<file path="src/rtl/score_keeper.sv">
// score_keeper: two-player BCD score sequencer with round-robin point
// arbitration, win detection and winner-digit blink enables.
// Optional feature macro: SCORE_KEEPER_BLINK_EN (winner's digits blink
// every BLINK_FRAMES frame ticks; when undefined both shows stay 1).
module score_keeper #(
    parameter int unsigned WIN_SCORE    = 10,
    parameter int unsigned BLINK_FRAMES = 30
) (
    input  logic       clk,
    input  logic       rst,
    input  logic       point_l,
    input  logic       point_r,
    input  logic       restart,
    input  logic       frame_tick,
    output logic [3:0] l_tens,
    output logic [3:0] l_ones,
    output logic [3:0] r_tens,
    output logic [3:0] r_ones,
    output logic       show_l,
    output logic       show_r,
    output logic       game_over,
    output logic       winner
);

    localparam logic [0:0] ST_PLAY = 1'b0;
    localparam logic [0:0] ST_WIN  = 1'b1;

    localparam logic [3:0] WIN_TENS = 4'(WIN_SCORE / 10);
    localparam logic [3:0] WIN_ONES = 4'(WIN_SCORE % 10);
    localparam logic [7:0] WIN_BCD  = {WIN_TENS, WIN_ONES};

    // Two-digit BCD increment, saturating at 99.
    function automatic logic [7:0] bcd_inc(input logic [7:0] v);
        logic [7:0] r;
        if (v == 8'h99) begin
            r = v;
        end else if (v[3:0] == 4'd9) begin
            r = {v[7:4] + 4'd1, 4'd0};
        end else begin
            r = {v[7:4], v[3:0] + 4'd1};
        end
        return r;
    endfunction

    logic [0:0] state_q, state_d;
    logic       pend_l_q, pend_l_d;
    logic       pend_r_q, pend_r_d;
    logic       rr_q, rr_d;
    logic [3:0] l_tens_q, l_tens_d;
    logic [3:0] l_ones_q, l_ones_d;
    logic [3:0] r_tens_q, r_tens_d;
    logic [3:0] r_ones_q, r_ones_d;
    logic       show_l_q, show_l_d;
    logic       show_r_q, show_r_d;
    logic       game_over_q, game_over_d;
    logic       winner_q, winner_d;

    logic       grant_l_c;
    logic       grant_r_c;
    logic       rr_nxt_c;
    logic [7:0] l_next_c;
    logic [7:0] r_next_c;
    logic       phase_nxt_c;

`ifdef SCORE_KEEPER_BLINK_EN
    localparam int unsigned CNT_W = $clog2(BLINK_FRAMES + 1);
    localparam logic [CNT_W-1:0] CNT_LAST = CNT_W'(BLINK_FRAMES - 1);

    logic [CNT_W-1:0] blink_cnt_q, blink_cnt_d;
    logic             phase_q, phase_d;
`else
    logic unused_frame_tick;
    assign unused_frame_tick = frame_tick;
`endif

    // Round-robin arbitration between pending points; rr flips only on a tie.
    always_comb begin
        grant_l_c = 1'b0;
        grant_r_c = 1'b0;
        rr_nxt_c  = rr_q;
        if (state_q == ST_PLAY) begin
            if (pend_l_q && pend_r_q) begin
                if (rr_q) begin
                    grant_r_c = 1'b1;
                end else begin
                    grant_l_c = 1'b1;
                end
                rr_nxt_c = ~rr_q;
            end else if (pend_l_q) begin
                grant_l_c = 1'b1;
            end else if (pend_r_q) begin
                grant_r_c = 1'b1;
            end
        end
    end

    // Incremented score candidates for whichever side is granted.
    always_comb begin
        l_next_c = bcd_inc({l_tens_q, l_ones_q});
        r_next_c = bcd_inc({r_tens_q, r_ones_q});
    end

    // Next-state logic: capture, grant/increment, win detect, restart.
    always_comb begin
        state_d     = state_q;
        pend_l_d    = pend_l_q;
        pend_r_d    = pend_r_q;
        rr_d        = rr_q;
        l_tens_d    = l_tens_q;
        l_ones_d    = l_ones_q;
        r_tens_d    = r_tens_q;
        r_ones_d    = r_ones_q;
        game_over_d = game_over_q;
        winner_d    = winner_q;
        phase_nxt_c = 1'b1;
`ifdef SCORE_KEEPER_BLINK_EN
        blink_cnt_d = blink_cnt_q;
        phase_d     = phase_q;
`endif

        if (restart) begin
            // Restart wins over everything; a coincident point is dropped.
            state_d     = ST_PLAY;
            pend_l_d    = 1'b0;
            pend_r_d    = 1'b0;
            rr_d        = 1'b0;
            l_tens_d    = 4'd0;
            l_ones_d    = 4'd0;
            r_tens_d    = 4'd0;
            r_ones_d    = 4'd0;
            game_over_d = 1'b0;
`ifdef SCORE_KEEPER_BLINK_EN
            blink_cnt_d = '0;
            phase_d     = 1'b1;
`endif
        end else if (state_q == ST_PLAY) begin
            rr_d     = rr_nxt_c;
            // A pulse in the grant cycle re-arms the flag so no point is lost.
            pend_l_d = (pend_l_q & ~grant_l_c) | point_l;
            pend_r_d = (pend_r_q & ~grant_r_c) | point_r;
            if (grant_l_c) begin
                {l_tens_d, l_ones_d} = l_next_c;
                if (l_next_c == WIN_BCD) begin
                    state_d     = ST_WIN;
                    game_over_d = 1'b1;
                    winner_d    = 1'b0;
                    pend_l_d    = 1'b0;
                    pend_r_d    = 1'b0;
`ifdef SCORE_KEEPER_BLINK_EN
                    blink_cnt_d = '0;
                    phase_d     = 1'b1;
`endif
                end
            end else if (grant_r_c) begin
                {r_tens_d, r_ones_d} = r_next_c;
                if (r_next_c == WIN_BCD) begin
                    state_d     = ST_WIN;
                    game_over_d = 1'b1;
                    winner_d    = 1'b1;
                    pend_l_d    = 1'b0;
                    pend_r_d    = 1'b0;
`ifdef SCORE_KEEPER_BLINK_EN
                    blink_cnt_d = '0;
                    phase_d     = 1'b1;
`endif
                end
            end
        end else begin
            // WIN: scores frozen, points ignored, frame ticks drive the blink.
            pend_l_d = 1'b0;
            pend_r_d = 1'b0;
`ifdef SCORE_KEEPER_BLINK_EN
            if (frame_tick) begin
                if (blink_cnt_q == CNT_LAST) begin
                    blink_cnt_d = '0;
                    phase_d     = ~phase_q;
                end else begin
                    blink_cnt_d = blink_cnt_q + CNT_W'(1);
                end
            end
`endif
        end

`ifdef SCORE_KEEPER_BLINK_EN
        phase_nxt_c = phase_d;
`endif
    end

    // Show enables from next-state values so they stay aligned with the digits.
    always_comb begin
        show_l_d = 1'b1;
        show_r_d = 1'b1;
        if (state_d == ST_WIN) begin
            if (winner_d) begin
                show_r_d = phase_nxt_c;
            end else begin
                show_l_d = phase_nxt_c;
            end
        end
    end

    // State and output registers with synchronous active-high reset.
    always_ff @(posedge clk) begin
        if (rst) begin
            state_q     <= ST_PLAY;
            pend_l_q    <= 1'b0;
            pend_r_q    <= 1'b0;
            rr_q        <= 1'b0;
            l_tens_q    <= 4'd0;
            l_ones_q    <= 4'd0;
            r_tens_q    <= 4'd0;
            r_ones_q    <= 4'd0;
            show_l_q    <= 1'b1;
            show_r_q    <= 1'b1;
            game_over_q <= 1'b0;
            winner_q    <= 1'b0;
        end else begin
            state_q     <= state_d;
            pend_l_q    <= pend_l_d;
            pend_r_q    <= pend_r_d;
            rr_q        <= rr_d;
            l_tens_q    <= l_tens_d;
            l_ones_q    <= l_ones_d;
            r_tens_q    <= r_tens_d;
            r_ones_q    <= r_ones_d;
            show_l_q    <= show_l_d;
            show_r_q    <= show_r_d;
            game_over_q <= game_over_d;
            winner_q    <= winner_d;
        end
    end

`ifdef SCORE_KEEPER_BLINK_EN
    // Blink counter and phase registers.
    always_ff @(posedge clk) begin
        if (rst) begin
            blink_cnt_q <= '0;
            phase_q     <= 1'b1;
        end else begin
            blink_cnt_q <= blink_cnt_d;
            phase_q     <= phase_d;
        end
    end
`endif

    assign l_tens    = l_tens_q;
    assign l_ones    = l_ones_q;
    assign r_tens    = r_tens_q;
    assign r_ones    = r_ones_q;
    assign show_l    = show_l_q;
    assign show_r    = show_r_q;
    assign game_over = game_over_q;
    assign winner    = winner_q;

endmodule

</file>
<file path="config.mk">
export PLATFORM = sky130hd
export DESIGN_NAME = score_keeper
export DESIGN_NICKNAME = d
export VERILOG_FILES = /design/src/rtl/score_keeper.sv
export SDC_FILE = /design/constraint.sdc
export NUM_CORES = 1
export LEC_CHECK = 0
export BUFFER_PORTS_ARGS = -buffer_cell sky130_fd_sc_hd__buf_2
export CAP_MARGIN = 20
export CORE_MARGIN = 5
export CORE_UTILIZATION = 48
export DETAILED_ROUTE_END_ITERATION = 7
export GPL_ROUTABILITY_DRIVEN = 0
export PLACE_DENSITY_LB_ADDON = 0.3
export SLEW_MARGIN = 20
export SYNTH_ARGS = -nofsm -noshare
export SYNTH_HDL_FRONTEND = slang
export SYNTH_SLANG_ARGS = --single-unit
</file>
<file path="constraint.sdc">
create_clock -name clk -period 1.7 [get_ports clk]
set_input_delay 0.34 -clock clk [delete_from_list [all_inputs] [get_ports clk]]
set_output_delay 0.34 -clock clk [all_outputs]
set_load 0.03 [all_outputs]
</file>
==> results of run 1 <==
[through the flow]
stage | worst slack (ns) | cell area (um2) | cells | TNS, ns
4_1_cts | -0.128 | 1600 | 233 | -0.605
6_report | -0.126 | 1630 | 234 | -0.601
3_5_place_dp | -0.118 | 1560 | 228 | -0.543
5_1_grt | -0.248 | 1630 | 234 | -1.19
3_3_place_gp | -0.104 | 1560 | 228 | -0.466
2_1_floorplan | -0.203 | 1250 | 157 | -0.965
[routing by layer]
metal / global-route usage [%] / share of wire, % / wire (um) / vias to the layer above
met5: 0 / 0 / 0 / -
met4: 4.95 / 0.65 / 19 / 0
met3: 2.55 / 4.1 / 121 / 2
met2: 30.8 / 48 / 1420 / 26
met1: 23.7 / 47 / 1360 / 591
li1: - / - / - / 645
[power by group through the flow]
stage / sequential [mW] / clock, mW / combinational, mW
after CTS: 0.520 / 0.296 / 0.0492
after global placement: 0.532 / 0 / 0.0476
final: 0.520 / 0.284 / 0.0491
after floorplan: 0.535 / 0 / 0.0320
after detailed placement: 0.532 / 0 / 0.0489
after global routing: 0.522 / 0.326 / 0.0543
[final cells by class]
class,count,area [um2],area share [%]
inverter,8,30.0,1.85
multi-input combinational,118,736,45.3
clock buffer,4,36.3,2.23
tap,30,37.5,2.31
sequential,22,450,27.7
timing repair buffer,52,335,20.6
[layout by cell type, fill, tap and decap left out, types with 2 or more instances in the layout]
master and instances:
ha_1 4, and3_1 2, nor2_1 22, dfxtp_1 16, buf_4 30, a21oi_1 16
or3_1 2, mux2i_1 2, nor3_1 8, xnor2_1 5, conb_1 2, a31oi_1 2
nand3b_1 2, nand2_1 5, nor2b_1 3, inv_1 7, xor2_1 5, nand4_1 3
nor4_1 3, buf_2 22, o21ai_0 2, clkbuf_4 3, dfxtp_2 5, o21a_1 2
nand3_1 12
[worst paths after layout]
| check | from | to | slack, ns | cells past startpoint |
|---|---|---|---|---|
| max reg2reg | l_ones[1] | game_over | -0.13 | 7 |
| max | l_ones[1] | game_over | -0.13 | 7 |
| min | rst | winner | 0.22 | 2 |
| min reg2reg | game_over | game_over | 0.50 | 1 |
[registers in the layout, summed over array words and instances, names as in the netlist]
signal / count
game_over: 1
rr_q: 1
r_ones: 4
pend_l_q: 1
l_tens: 4
l_ones: 4
pend_r_q: 1
r_tens: 4
winner: 1
state_q: 1
[critical path: stages (launching register included)]
cell	delay, ns
dfxtp_4	0.38
nor4bb_4	0.26
buf_4	0.16
a31oi_1	0.08
or3_1	0.31
a311o_1	0.32
o31ai_2	0.11
o21a_1	0.16
[logic make-up (layout without fill, tap and decap cells)]
family / count (synthesis) / after routing / share of synthesized area (%)
AO/OA/AOI/OAI: 29 / 29 / 14.7
flip-flops: 22 / 22 / 35.7
XOR/XNOR: 10 / 10 / 7.11
AND/OR/NAND/NOR: 71 / 71 / 30.0
buffers and inverters: 17 / 64 / 6.50
other: 1 / 2 / 0.304
multiplexers: 2 / 2 / 1.62
adder cells (fa/ha/maj): 4 / 4 / 4.06
[timing repair]
action                                  CTS  global route
pin swaps                                 1             1
gates resized for setup                   1             3
hold buffers                              0             0
buffers inserted                          1             1
endpoints found under the setup margin    5             5
==> impl_metrics.json, run 1 <==
{
  "status": "complete, but fails checks",
  "violations": "negative setup slack",
  "rsz0062_at_grt": "yes",
  "p_total_mw": 0.854,
  "layout.nets": 215,
  "fin_util_pct": 65.6,
  "powerDensity_nw_per_um2": 525,
  "initial_core_util_pct": 49.7,
  "num_rows": 18,
  "antenna_cells": 0,
  "ant_nets": 0,
  "clockBufferDepth": 2,
  "drc": 0,
  "hold_ws_ns": 0.222,
  "synth_top_area_share_pct": 35.7,
  "start_kind": "register",
  "fillCellCount": 220,
  "clock.fmax_mhz": 548,
  "yosysSeqAreaShare_pct": 35.7,
  "synth_area_leader_cell": "dfxtp_1",
  "period_share_pct": 107,
  "die_area_um2": 3680,
  "first_iter_violations": 60,
  "arrival_ns": 2.08,
  "antenna_found_initial": 0,
  "ys_ff_latch": 22,
  "clock_latency_ns": 0.30,
  "die_x_um": 60.7,
  "firstDrtPassIters": 4,
  "min_period_ns": 1.83,
  "buffer_ports.inserted": 22,
  "swShare_pct": 22.1,
  "cts-buffers-inserted": 3,
  "cts_tree": "done",
  "fin_ws_ns": -0.126,
  "grt_pass1_wl_um": 5170,
  "synthArstFlopShare_pct": 0,
  "power_frac_seq_pct": 61.0,
  "hold_path_class": "primary input to register",
  "drive_gt1_share_pct": 32.8,
  "switchingPower_mw": 0.189,
  "ys_types": 40,
  "area_growth_pct": 31.9,
  "combPwrFrac_pct": 5.8,
  "vias": 1264,
  "core_area_um2": 2480,
  "drt-total-wl_um": 2920,
  "p_leak_nw": 0.722,
  "synth_ff_type": "dfxtp_1",
  "cp.required_ns": 1.95,
  "synth_area_leaders": "dfxtp_1, nor2_1, a21oi_1, nand3_1, ha_1",
  "cp-end-kind": "register",
  "cts_num_sinks": 22,
  "path_class": "register to register",
  "wl_per_cell_um": 12.5,
  "grt_pass1_vias": 1237,
  "finalHoldViolations": 0,
  "overflow": 0,
  "dp_hpwl_um": 2320,
  "drv_slew": 0,
  "postSynthCellCount": 156,
  "avgViaCountPerCell": 5.40,
  "finalSetupViolations": 5,
  "fin_skew_ns": 0.00329,
  "peakVddDrop_mv": 0.397,
  "syn_area_per_cell_um2": 7.90,
  "intPower_mw": 0.665,
  "synth_commonest_cells": "dfxtp_1, nor2_1, a21oi_1",
  "grt_usage_pct": 18.0,
  "htreeDepth": 1,
  "io_pins": 26,
  "synth_edf_count": 0,
  "clkPwrFrac_pct": 33.3,
  "grt_max_degree": 17,
  "root_buffer": "clkbuf_4",
  "die_h_um": 60.7,
  "clk_pin_slew_worst_paths_ns": 0.12,
  "critPathMaxFanout": 4,
  "max_cap_violations": 0,
  "synthesis.area_um2": 1230,
  "yosys_warnings": 0
}
(Power assumes the default switching activity.)
==> run 2: changes to the inputs <==
Settings changed: ABC_AREA set to 1, CORE_UTILIZATION 48 to 49.
==> run 2 against run 1 <==
Cell count up 14%. Largest cell class unchanged. Highest routed layer unchanged. Design area shrank 1.0%. The run now ends clean. Power is 12% higher. Wire length down 4.0%.
==> impl_metrics.json, run 2 <==
{
  "powerDensity_nw_per_um2": 592,
  "start_kind": "register",
  "synth_ff_type": "dfxtp_1",
  "cts_tree": "done",
  "io_pins": 26,
  "synthArstFlopShare_pct": 0,
  "postSynthCellCount": 205,
  "area_growth_pct": 20.1,
  "synth_area_leader_cell": "dfxtp_1",
  "core_area_um2": 2690,
  "whs_endpoint": "winner",
  "min_from": "rst",
  "synth_area_leaders": "dfxtp_1, nand2_1, inv_1, nand3_1, a21oi_1",
  "vias": 1312,
  "ys_types": 25,
  "finalSetupViolations": 0,
  "yosysMostFrequentCell": "nand2_1",
  "syn_area_per_cell_um2": 6.54,
  "ys_ff_latch": 22,
  "cp-end-kind": "register",
  "dp_hpwl_um": 2100,
  "synth_edf_count": 0,
  "ant_nets": 0,
  "layout.nets": 246,
  "grt_pass1_wl_um": 4830,
  "status": "finished clean",
  "drc": 0,
  "overflow": 0,
  "synth_commonest_cells": "nand2_1, inv_1, dfxtp_1",
  "pre_cts_ws_ns": 0.0759,
  "hold_path_class": "primary input to register",
  "multi_input_area_um2": 754,
  "final_common_cell": "nand2_1",
  "clk_pin_slew_worst_paths_ns": 0.12,
  "fillCellCount": 277,
  "r2r-start": "r_ones[1]",
  "die_x_um": 62.3,
  "arrival_ns": 1.82,
  "max_cap_violations": 0,
  "cts_num_sinks": 22,
  "cts_hold_buf": 0,
  "r2r_setup_slack_ns": 0.13,
  "min_path_cells": 4,
  "root_buffer": "clkbuf_4",
  "clock.fmax_mhz": 635,
  "regArea_um2": 452,
  "htreeDepth": 1,
  "cp.required_ns": 1.94,
  "reg2reg_to": "pend_r_q",
  "die_area_um2": 3880,
  "place_area_um2": 1520,
  "firstDrtPassIters": 4,
  "p_leak_nw": 0.808,
  "drv_slew": 0,
  "clock_latency_ns": 0.31,
  "initial_core_util_pct": 49.9,
  "rr_worst_depth": 10,
  "grt_max_degree": 17,
  "finalHoldViolations": 0,
  "avgViaCountPerCell": 4.93,
  "fin_skew_ns": 0.00127,
  "num_rows": 19,
  "cts-buffers-inserted": 3,
  "clockBufferDepth": 2,
  "synth_top_area_share_pct": 32.9,
  "wl_per_cell_um": 10.5,
  "yosys_warnings": 0,
  "grt_pass1_vias": 1170,
  "peakVddDrop_mv": 0.476,
  "path_class": "register to register",
  "period_share_pct": 92.6,
  "synthesis.area_um2": 1340,
  "design_area_um2": 1610,
  "setup_tns_ns": 0,
  "p_total_mw": 0.953,
  "antenna_found_initial": 0,
  "yosysSeqAreaShare_pct": 32.9,
  "buffer_ports.inserted": 22,
  "critPathMaxFanout": 6,
  "fin_ws_ns": 0.126,
  "min_period_ns": 1.57,
  "drt-total-wl_um": 2810,
  "fin_util_pct": 59.9,
  "die_h_um": 62.3,
  "first_iter_violations": 65,
  "mostFrequentLayoutCells": "nand2_1, inv_1, buf_2",
  "grt_usage_pct": 14.5,
  "drive_gt1_share_pct": 26.8,
  "antenna_cells": 0
}
## run 2: changes by cell type in the layout (fill, tap and decap cells not counted), moves of 4 or more
cell / change
buf_4: -21
inv_1: +28
nor2_1: -9
o211ai_1: +6
nor3_1: -6
nand3_1: +4
o21ai_0: +7
xnor2_1: -5
nand2_1: +40
nand2_2: +7
## run 2: logic make-up after synthesis
kind of cell             share of synthesized area (%)
XOR/XNOR                                          1.96
buffers and inverters                             13.9
AO/OA/AOI/OAI                                     15.7
other                                            0.280
AND/OR/NAND/NOR                                   31.6
flip-flops                                        32.9
adder cells (fa/ha/maj)                           3.73
## run 2: power breakdown
group | internal (mW) | switching, mW | total [mW]
clock network | 0.131 | 0.160 | 0.291
registers | 0.527 | 0.0144 | 0.541
logic | 0.0401 | 0.0813 | 0.121
## run 2: how the worst max path moves through the flow
stage | from | to
5_1_grt | l_tens[0] | winner
6_report | r_ones[1] | pend_r_q
3_5_place_dp | l_tens[1] | winner
3_3_place_gp | l_tens[1] | winner
2_1_floorplan | r_tens[0] | winner
4_1_cts | l_tens[1] | winner
## run 2: worst max-delay path, stage by stage, from the launching register on
cell	delay [ns]
dfxtp_1	0.38
inv_1	0.12
nand2_2	0.07
nor2_4	0.17
nand2_1	0.09
xor2_1	0.18
nor2_1	0.06
nand2_1	0.08
nand2_2	0.10
buf_4	0.15
nor3_1	0.11
## run 2: repair_timing
item / 4_1_cts / 5_1_grt
endpoints found under the setup margin: 0 / 5
resized for setup: 0 / 16
setup buffers: 0 / 1
## run 2: area by class of cell
cell class	instances	share of cell area, %
Tap cell	31	2.41
Multi-Input combinational cell	138	46.9
Timing Repair Buffer	31	11.0
Sequential cell	22	28.1
Clock buffer	4	2.26
Inverter	40	9.33
## run 2: per-stage QoR
stage | cells | hold slack (ns)
global placement | 261 | 0.459
finish | 266 | 0.258
detailed placement | 261 | 0.463
global route | 266 | 0.250
CTS | 265 | 0.248
floorplan | 206 | 0.458
## run 2: layer usage
| metal | part of all wire [%] | routed length [um] | vias up | global-route usage (%) |
|---|---|---|---|---|
| met4 | 1.6 | 46 | 0 | 5.57 |
| met3 | 3.9 | 108 | 5 | 2.88 |
| met2 | 47 | 1320 | 19 | 23.6 |
| met1 | 47 | 1330 | 582 | 18.7 |
| li1 | - | - | 706 | - |
| met5 | 0 | 0 | - | 0 |
